`config.mk`:
```
export PLATFORM = sky130hd
export DESIGN_NAME = mem_ctrl
export DESIGN_NICKNAME = d
export VERILOG_FILES = /design/src/rtl/mem_pkg.sv /design/src/rtl/mem_lane.sv /design/src/rtl/mem_ctrl.sv
export SDC_FILE = /design/constraint.sdc
export NUM_CORES = 1
export LEC_CHECK = 0
export ABC_AREA = 1
export ABC_CLOCK_PERIOD_IN_PS = 3980
export BUFFER_PORTS_ARGS = -buffer_cell sky130_fd_sc_hd__clkbuf_2
export CORE_ASPECT_RATIO = 0.9
export CORE_MARGIN = 2
export CORE_UTILIZATION = 45
export CTS_CLUSTER_DIAMETER = 30
export DETAILED_ROUTE_END_ITERATION = 8
export GPL_TIMING_DRIVEN = 0
export PLACE_DENSITY = 0.77
export SYNTH_ARGS = -nofsm -noshare
export SYNTH_HDL_FRONTEND = slang
export SYNTH_HIERARCHICAL = 1
export SYNTH_SLANG_ARGS = --single-unit
```
`constraint.sdc`:
```
create_clock -name CLK -period 3.98 [get_ports CLK]
set_clock_uncertainty 0.05 [all_clocks]
set_input_delay 0.199 -clock CLK [delete_from_list [all_inputs] [get_ports CLK]]
set_output_delay 0.199 -clock CLK [all_outputs]
set_load 0.005 [all_outputs]
```
`src/rtl/mem_pkg.sv`:
```
// mem_pkg: shared access-size and state encodings, wait counter width, alignment helper
package mem_pkg;
  localparam int CNT_W = 4;
  typedef enum logic [1:0] {SZ_BYTE = 2'b00, SZ_HALF = 2'b01, SZ_WORD = 2'b10, SZ_RSVD = 2'b11} size_e;
  typedef enum logic [1:0] {IDLE, RD, WR, FIN} state_e;
  function automatic logic misaligned(input logic [1:0] size, input logic [1:0] a);
    return size == SZ_RSVD || (size == SZ_HALF && a[0]) || (size == SZ_WORD && a != 2'b00);
  endfunction
endpackage

```
`src/rtl/mem_lane.sv`:
```
// mem_lane: little-endian lane extract/extend for loads and lane merge for stores
module mem_lane
  import mem_pkg::*;
(
  input  logic [1:0]  size,
  input  logic        sgn,
  input  logic [1:0]  lane,
  input  logic [31:0] rd_word,
  input  logic [31:0] buf_word,
  input  logic [31:0] wdata,
  output logic [31:0] ext_data,
  output logic [31:0] merged
);
  logic [4:0]  sh;
  logic [31:0] shifted;
  logic [31:0] mask;
  // shift addressed lanes down for loads, splice store data into the buffered word
  always_comb begin
    sh = {lane, 3'b000};
    shifted = rd_word >> sh;
    mask = size == SZ_BYTE ? 32'h0000_00FF << sh : size == SZ_HALF ? 32'h0000_FFFF << sh : 32'hFFFF_FFFF;
    ext_data = size == SZ_BYTE ? {{24{sgn & shifted[7]}}, shifted[7:0]} :
               size == SZ_HALF ? {{16{sgn & shifted[15]}}, shifted[15:0]} : rd_word;
    merged = (buf_word & ~mask) | ((wdata << sh) & mask);
  end
endmodule

```
`src/rtl/mem_ctrl.sv`:
```
// mem_ctrl: byte/half/word load-store controller with read-modify-write over a word-wide memory
module mem_ctrl
  import mem_pkg::*;
#(
  parameter int WAIT_CYCLES = 0
) (
  input  logic        CLK,
  input  logic        RST,
  input  logic        REQ,
  output logic        READY,
  input  logic        WE,
  input  logic [1:0]  SIZE,
  input  logic        SIGNED,
  input  logic [31:0] REQ_ADDR,
  input  logic [31:0] WDATA,
  output logic [31:0] RDATA,
  output logic        DONE,
  output logic        FAULT,
  output logic [31:0] ADDR,
  output logic        N_OE,
  output logic        N_WE,
  output logic [31:0] MEM_WDATA,
  input  logic [31:0] MEM_RDATA
);
  state_e           state, next;
  size_e            c_size;
  logic [CNT_W-1:0] cnt;
  logic             c_we, c_sgn, c_fault, last;
  logic [31:0]      c_addr, c_wdata, buf_q, ext_data, merged;
  assign last = cnt == CNT_W'(WAIT_CYCLES);
  assign READY = state == IDLE && !RST;
  assign N_OE = state != RD;
  assign N_WE = state != WR;
  assign DONE = state == FIN && !c_fault;
  assign FAULT = state == FIN && c_fault;
  assign ADDR = {c_addr[31:2], 2'b00};
  assign MEM_WDATA = state == WR ? merged : '0;
  mem_lane u_lane (
    .size     (c_size),
    .sgn      (c_sgn),
    .lane     (c_addr[1:0]),
    .rd_word  (MEM_RDATA),
    .buf_word (buf_q),
    .wdata    (c_wdata),
    .ext_data (ext_data),
    .merged   (merged)
  );
  // state register
  always_ff @(posedge CLK or posedge RST) begin
    if (RST) state <= IDLE;
    else state <= next;
  end
  // faults skip the bus; sub-word stores read the word first so untouched lanes survive
  always_comb begin
    next = state == IDLE ? (!REQ ? IDLE : misaligned(SIZE, REQ_ADDR[1:0]) ? FIN : (WE && SIZE == SZ_WORD) ? WR : RD) :
           state == RD   ? (!last ? RD : c_we ? WR : FIN) :
           state == WR   ? (last ? FIN : WR) : IDLE;
  end
  // request capture, wait counter, read buffer and load result
  always_ff @(posedge CLK or posedge RST) begin
    if (RST) begin
      cnt <= '0;
      c_we <= 1'b0;
      c_sgn <= 1'b0;
      c_fault <= 1'b0;
      c_size <= SZ_BYTE;
      c_addr <= '0;
      c_wdata <= '0;
      buf_q <= '0;
      RDATA <= '0;
    end else begin
      if (state == IDLE && REQ) begin
        c_we <= WE;
        c_sgn <= SIGNED;
        c_size <= size_e'(SIZE);
        c_addr <= REQ_ADDR;
        c_wdata <= WDATA;
        c_fault <= misaligned(SIZE, REQ_ADDR[1:0]);
      end
      cnt <= (state == RD || state == WR) && !last ? cnt + 1'b1 : '0;
      if (state == RD && last) begin
        buf_q <= MEM_RDATA;
        if (!c_we) RDATA <= ext_data;
      end
    end
  end
endmodule

```
Word-level counts from Yosys, hierarchy flattened
Index checks and enable logic that the tools add are counted.
W data, S select, Z words.
Cells by class
  divide/modulo/power cells: 0
  shift-type cells: 4
  $add $sub $neg: 1
  bitwise operators: 7
  equality and inequality tests: 9
  $lt $le $gt $ge: 0
  multiply operators: 0
  multiplexer cells: 15
  reduce and logical (&&, ||, !) cells: 20
Operators with widths (count)
  $mux W32: 5
  $and A32 B32 Y32: 2
  $not A32 Y32: 1
  $or A32 B32 Y32: 1
  $shl A16 B5 Y32 const A: 1
  $shl A32 B5 Y32: 1
  $shl A8 B5 Y32 const A: 1
  $shr A32 B5 Y16: 1
  $mux W2: 7
  $logic_and A1 B1 Y1: 9
  $eq A2 B2 Y1 const B: 4
  $eq A2 B1 Y1 const B: 3
  $add A4 B1 Y4 const B: 1
  $logic_not A2 Y1: 2
  $logic_not A4 Y1: 1
  $mux W4: 1
  $logic_not A1 Y1: 3
  $logic_or A1 B1 Y1: 3
  $and A1 B1 Y1: 2
  $mux W1: 2
  $ne A2 B1 Y1 const B: 1
  $ne A2 B2 Y1 const B: 1
  $reduce_and A2 Y1: 1
  $reduce_bool A2 Y1: 1
  $not A1 Y1: 1
Storage, ports and cells
  bits in registers: 139
  input port bits: 103
  latch bits: 0
  bits in writable memories: 0
  memories: 0
  bits in read-only memories: 0

Logic depth before layout (Yosys ltp)
  word-level depth: 7
  mapped depth: 12

Hierarchy
Netlist, hierarchy kept.
By module, submodules not included
  mem_ctrl: area each 6274.8 um2, cells an instance 719, instances 1
  mem_lane: area each 1908.1 um2, cells an instance 427, instances 1

Worst setup path after synthesis
OpenSTA, ideal clock, no wires.
  path type: register to output
  start: reg c_addr[1]
  end: out MEM_WDATA[19]
  stages on the path, launching flop included: 11
  setup slack: 1813 ps
  arrival time: 1918 ps
  path buffers: 2
  cells stage by stage: dfrtp_1 > inv_1 > buf_2 > buf_1 > ha_1 > o21ai_2 > inv_2 > nand3_1 > nand2_1 > nand2_1 > inv_1
Between the ends
  word-level cells in the longest chain between the ends: 7
  elaborated cells between the ends (all ways): 10
  classes of those cells: shift (3); mux (3); bitwise (4)
Ends and longest elaborated chain
  start: declaration: RTL line mem_ctrl.sv:29  | logic [31:0] c_addr, c_wdata, buf_q, ext_data, merged;
  start signal: assignment: RTL line mem_ctrl.sv:67  | c_addr <= '0;
  start signal: assignment: RTL line mem_ctrl.sv:76  | c_addr <= REQ_ADDR;
  $shl A16 B5 Y32: RTL line mem_lane.sv:21  | mask = size == SZ_BYTE ? 32'h0000_00FF << sh : size == SZ_HALF ? 32'h0000_FFFF << sh : 32'hFFFF_FFFF;
  $mux W32 (2 in a row): RTL line mem_lane.sv:21
  $not A32 Y32: RTL line mem_lane.sv:24  | merged = (buf_word & ~mask) | ((wdata << sh) & mask);
  $and A32 B32 Y32: RTL line mem_lane.sv:24
  $or A32 B32 Y32 (*): RTL line mem_lane.sv:24
  net merged[19]: RTL line mem_ctrl.sv:29
  $mux W32 (*): RTL line mem_ctrl.sv:37  | assign MEM_WDATA = state == WR ? merged : '0;
  end: declaration: RTL line mem_ctrl.sv:22  | output logic [31:0] MEM_WDATA,
Mark *: on every way through the listed nets, which the timed path passes. The rest lies on a longest branch.

Final worst setup path
  start: reg c_addr[1]
  end: out MEM_WDATA[22]
The elaborated chain is that of the path after synthesis.

==> implementation parameters <==
Parameter                              Value

Detailed routing
  Count of TritonRoute iterations in the first routing pass ... 5
  Vias after detailed routing ... 8266
  Post-detailed-route DRC marker count ... 0
  WL met2 ... about 12000 um
  Routed length per placed instance ... about 15 um
  Vias per cell ... 4.88
  Iteration-0 DRC Markers ... between 600 and 700
  Met1 Wirelength ... between 10000 and 15000 um
  Overall routed net length ... about 26000 um
  Detail Route Antenna Nets ... 0
  Top sig layer ... met4
  Detailed-routed wire length on met3 ... 2330 um

Placed design
  Post-detail-place hpwl ... roughly 19000 um
  IO Port Bufs ... between 200 and 250
  Cell count after placement ... 1589
  Post-Place Setup Slack ... around 1.3 ns
  Final weighted congestion in routability-driven placement ... about 0.97

Final layout
  Number of standard cells in the final layout excluding fillers ... around 1.7k
  Net total in the final layout ... 1556
  Footprint of the multi-input gates ... approximately 3500 um^2
  Fill count ... 1627
  Antenna cells ... 0
  Sequential cell area ... ~3500 um^2
  Final core utilization ... 0.616
  Share of layout cells above drive strength 1 ... 0.260
  Layout overhead on the synthesized area ... 33.4%

STA
  Worst relative slew slack ... 0.643
  Worst Setup Slack, final ... 0.751 ns
  Tightest Pin Transition ... between 0.5 and 0.6 ns
  RSZ-0062 raised after global routing ... false
  Max Slew Vio Count ... 0
  Worst hold-check slack ... between 0.015 and 0.02 ns
  Final setup violation count ... 0
  Max Fclk ... between 300 and 400 MHz
  Share of the clock period used by the worst path ... 0.811
  Setup Total Neg Slack ... 0 ns
  Final count of hold timing violations ... 0
  Time the final worst path needs with I/O delays and setup ... around 3.2 ns

Setup path
  Required time of the worst setup path ... 3.73 ns
  Reg2Reg Capture Point ... RDATA[2]$_DFFE_PP0P_
  Count of cells along the worst register-to-register path ... 8
  Capturing element of the worst setup path ... MEM_WDATA[22]
  Start point of the critical path ... c_addr[1]$_DFFE_PP0P_
  Biggest fanout along the worst timing path ... 11
  Crit Path Category ... reg -> out
  Type of element capturing the critical path ... output port
  Data arrival time of the critical path ... approximately 3 ns
  Sort of element at the start of the critical path ... flip-flop
  Setup slack of the most critical reg-to-reg path ... around 1.8 ns
  Reg2Reg Launch Point ... c_addr[0]$_DFFE_PP0P_

Pwr
  Leakage ... 6.37 nW
  P per Cell Area ... approximately 800 nW/um^2
  VDD IR-drop max ... roughly 0.37 mV

Synth
  Combinational family with the most area after synthesis ... simple AND/OR/NAND/NOR gates
  Mux cell area share after synthesis ... 0
  Share of synthesized cell area in and, or, nand and nor gates ... 0.302
  Mean area per synthesized cell ... 7.14 um^2
  Cells after synthesis ... between 1k and 1.5k
  Number of warnings issued by yosys ... 6
  Fraction of the mapped netlist area in adder cells ... 0.0153
  Library cell with the largest summed area after synthesis ... sky130_fd_sc_hd__dfrtp_1
  Fraction of synthesized cell area in xor and xnor cells ... 0.00214
  Top-area cell type share of the netlist area ... 0.425
  Register bit count reported by yosys ... around 140
  Complex-gate fraction of the synthesized area ... 0.108
  Dominant cells by area after synthesis ... sky130_fd_sc_hd__dfrtp_1, sky130_fd_sc_hd__nand2_1, sky130_fd_sc_hd__inv_1
  Yosys cell types ... 31
  Portion of the post-synthesis area used by sequential elements ... 0.425
  Cell area after synthesis ... 8180 um^2

GRT
  Congestion Overflow GR ... 0
  Via count of the first global-routing pass ... around 8.1k
  Largest net degree at the start of global routing ... 92
  GRT Total Usage ... 0.269
  Initial antenna violation count ... 0
  First-pass GRT wire length ... 41100 um

Clock network
  Clock-pin slew on the worst setup and hold paths ... about 0.060 ns
  Buffers inserted by post-CTS timing repair ... 0
  TritonCTS Sinks ... 139
  Max H-tree Level ... 4
  CTS tree ... yes
  Clock buffer count from CTS ... 17
  Clock tree buffer depth ... 2
  Clock root cell ... sky130_fd_sc_hd__clkbuf_16
  Worst-Skew Late Latency ... roughly 0.42 ns

Floorplanning
  Num rows ... 46
  Die area ... 19300 um^2
  Placeable Area ... about 18000 um^2
  Initial core utilization ... 0.462
  Height of the die ... approximately 130 um
  DIE WIDTH ... 146 um
  IO Count ... between 200 and 250

Job
  Number of max-capacitance violations reported ... 0

Min path
  Hold path startpoint ... MEM_RDATA[10]
  Classification of the worst-slack hold path ... in -> reg

Status
  Outcome ... finished clean
layout make-up:
class | count | share of cell area
Timing Repair Buffer | 277 | 0.163
Sequential cell | 139 | 0.319
Multi-Input combinational cell | 761 | 0.321
Buffer | 88 | 0.0551
Clock inverter | 7 | 0.0149
Tap cell | 240 | 0.0275
Clock buffer | 23 | 0.0438
Inverter | 159 | 0.0554
how the worst min path moves through the flow:
stage | slack [ns] | depth (start not counted) | endpoint
finish | 0.02 | 3 | buf_q[10]$_DFFE_PP0P_
global route | 0.003 | 3 | buf_q[6]$_DFFE_PP0P_
CTS | 0.003 | 3 | buf_q[6]$_DFFE_PP0P_
detailed placement | 0.23 | 2 | c_addr[10]$_DFFE_PP0P_
global placement | 0.34 | 3 | c_addr[25]$_DFFE_PP0P_
floorplan | 0.26 | 2 | c_addr[10]$_DFFE_PP0P_
placed cells by master, fill, tap and decap left out, types with 3 or more instances in the layout:
| cell | n |
|---|---|
| sky130_fd_sc_hd__nand3_1 | 55 |
| sky130_fd_sc_hd__bufinv_16 | 5 |
| sky130_fd_sc_hd__inv_1 | 153 |
| sky130_fd_sc_hd__dfrtp_1 | 139 |
| sky130_fd_sc_hd__buf_2 | 24 |
| sky130_fd_sc_hd__nor2_1 | 25 |
| sky130_fd_sc_hd__clkbuf_1 | 16 |
| sky130_fd_sc_hd__o211ai_1 | 4 |
| sky130_fd_sc_hd__clkbuf_8 | 3 |
| sky130_fd_sc_hd__nand2_2 | 4 |
| sky130_fd_sc_hd__clkbuf_16 | 17 |
| sky130_fd_sc_hd__dlygate4sd3_1 | 75 |
| sky130_fd_sc_hd__nor2_4 | 4 |
| sky130_fd_sc_hd__nand2_1 | 518 |
| sky130_fd_sc_hd__buf_4 | 34 |
| sky130_fd_sc_hd__ha_1 | 10 |
| sky130_fd_sc_hd__o21ai_1 | 15 |
| sky130_fd_sc_hd__o21ai_2 | 56 |
| sky130_fd_sc_hd__o21ai_0 | 53 |
| sky130_fd_sc_hd__o22ai_1 | 4 |
| sky130_fd_sc_hd__inv_2 | 4 |
| sky130_fd_sc_hd__buf_6 | 15 |
| sky130_fd_sc_hd__clkbuf_2 | 202 |
layer usage:
| layer | vias up | GRT usage |
|---|---|---|
| met5 | - | 0 |
| met4 | 0 | 0.0836 |
| met3 | 44 | 0.0758 |
| met2 | 339 | 0.438 |
| met1 | 3846 | 0.351 |
| li1 | 4037 | - |
through the flow:
step	total power [mW]	area (um^2)
final	8.69	10900
after global routing	9.37	10900
after CTS	8.64	10900
after detailed placement	6.78	9530
after global placement	6.69	9490
after floorplan	5.40	8190
flip-flops by register name (all words and copies together) (netlist names), 2 cells and up:
name / cells
buf_q: 32
c_wdata: 32
RDATA: 32
cnt: 4
state: 2
c_size: 2
c_addr: 32
where the power goes:
| part | total [mW] | switching [mW] | internal [mW] | leakage (nW) |
|---|---|---|---|---|
| combinational | 4.42 | 2.71 | 1.71 | 4.32 |
| sequential | 2.51 | 0.455 | 2.06 | 1.74 |
| clock | 1.76 | 0.606 | 1.16 | 0.309 |
| total | 8.69 | 3.78 | 4.92 | 6.37 |
logic make-up after synthesis:
logic type	after synthesis
AO/OA/AOI/OAI	132
XOR/XNOR	2
adder cells (fa/ha/maj)	10
buffers and inverters	247
flip-flops	139
other	1
AND/OR/NAND/NOR	615
synth_stat cells (all sizes together):
library cell	number
xnor2	1
nand3b	2
nand4	2
dfrtp	139
o21ai	124
nor2	30
or2	1
nand3	56
ha	10
buf	74
nand2	524
o211ai	4
conb	1
clkbuf	14
inv	159
xor2	1
o22ai	4
repair_timing:
action                     4_1_cts  5_1_grt
hold endpoints to repair       122        0
hold buffers                    75        0
setup endpoints to repair        0        0
resized for setup                0        0
critical path, cell delays in order (launching register included):
cell and delay [ns]:
sky130_fd_sc_hd__dfrtp_1 0.48, sky130_fd_sc_hd__inv_1 0.14, sky130_fd_sc_hd__buf_2 0.25, sky130_fd_sc_hd__buf_1 0.39, sky130_fd_sc_hd__ha_1 0.33, sky130_fd_sc_hd__o21ai_2 0.40
sky130_fd_sc_hd__inv_2 0.14, sky130_fd_sc_hd__nand3_1 0.12, sky130_fd_sc_hd__nand2_1 0.06, sky130_fd_sc_hd__nand2_1 0.08, sky130_fd_sc_hd__inv_1 0.05, sky130_fd_sc_hd__clkbuf_2 0.10
Note: power is estimated with default switching activity, not from simulation.
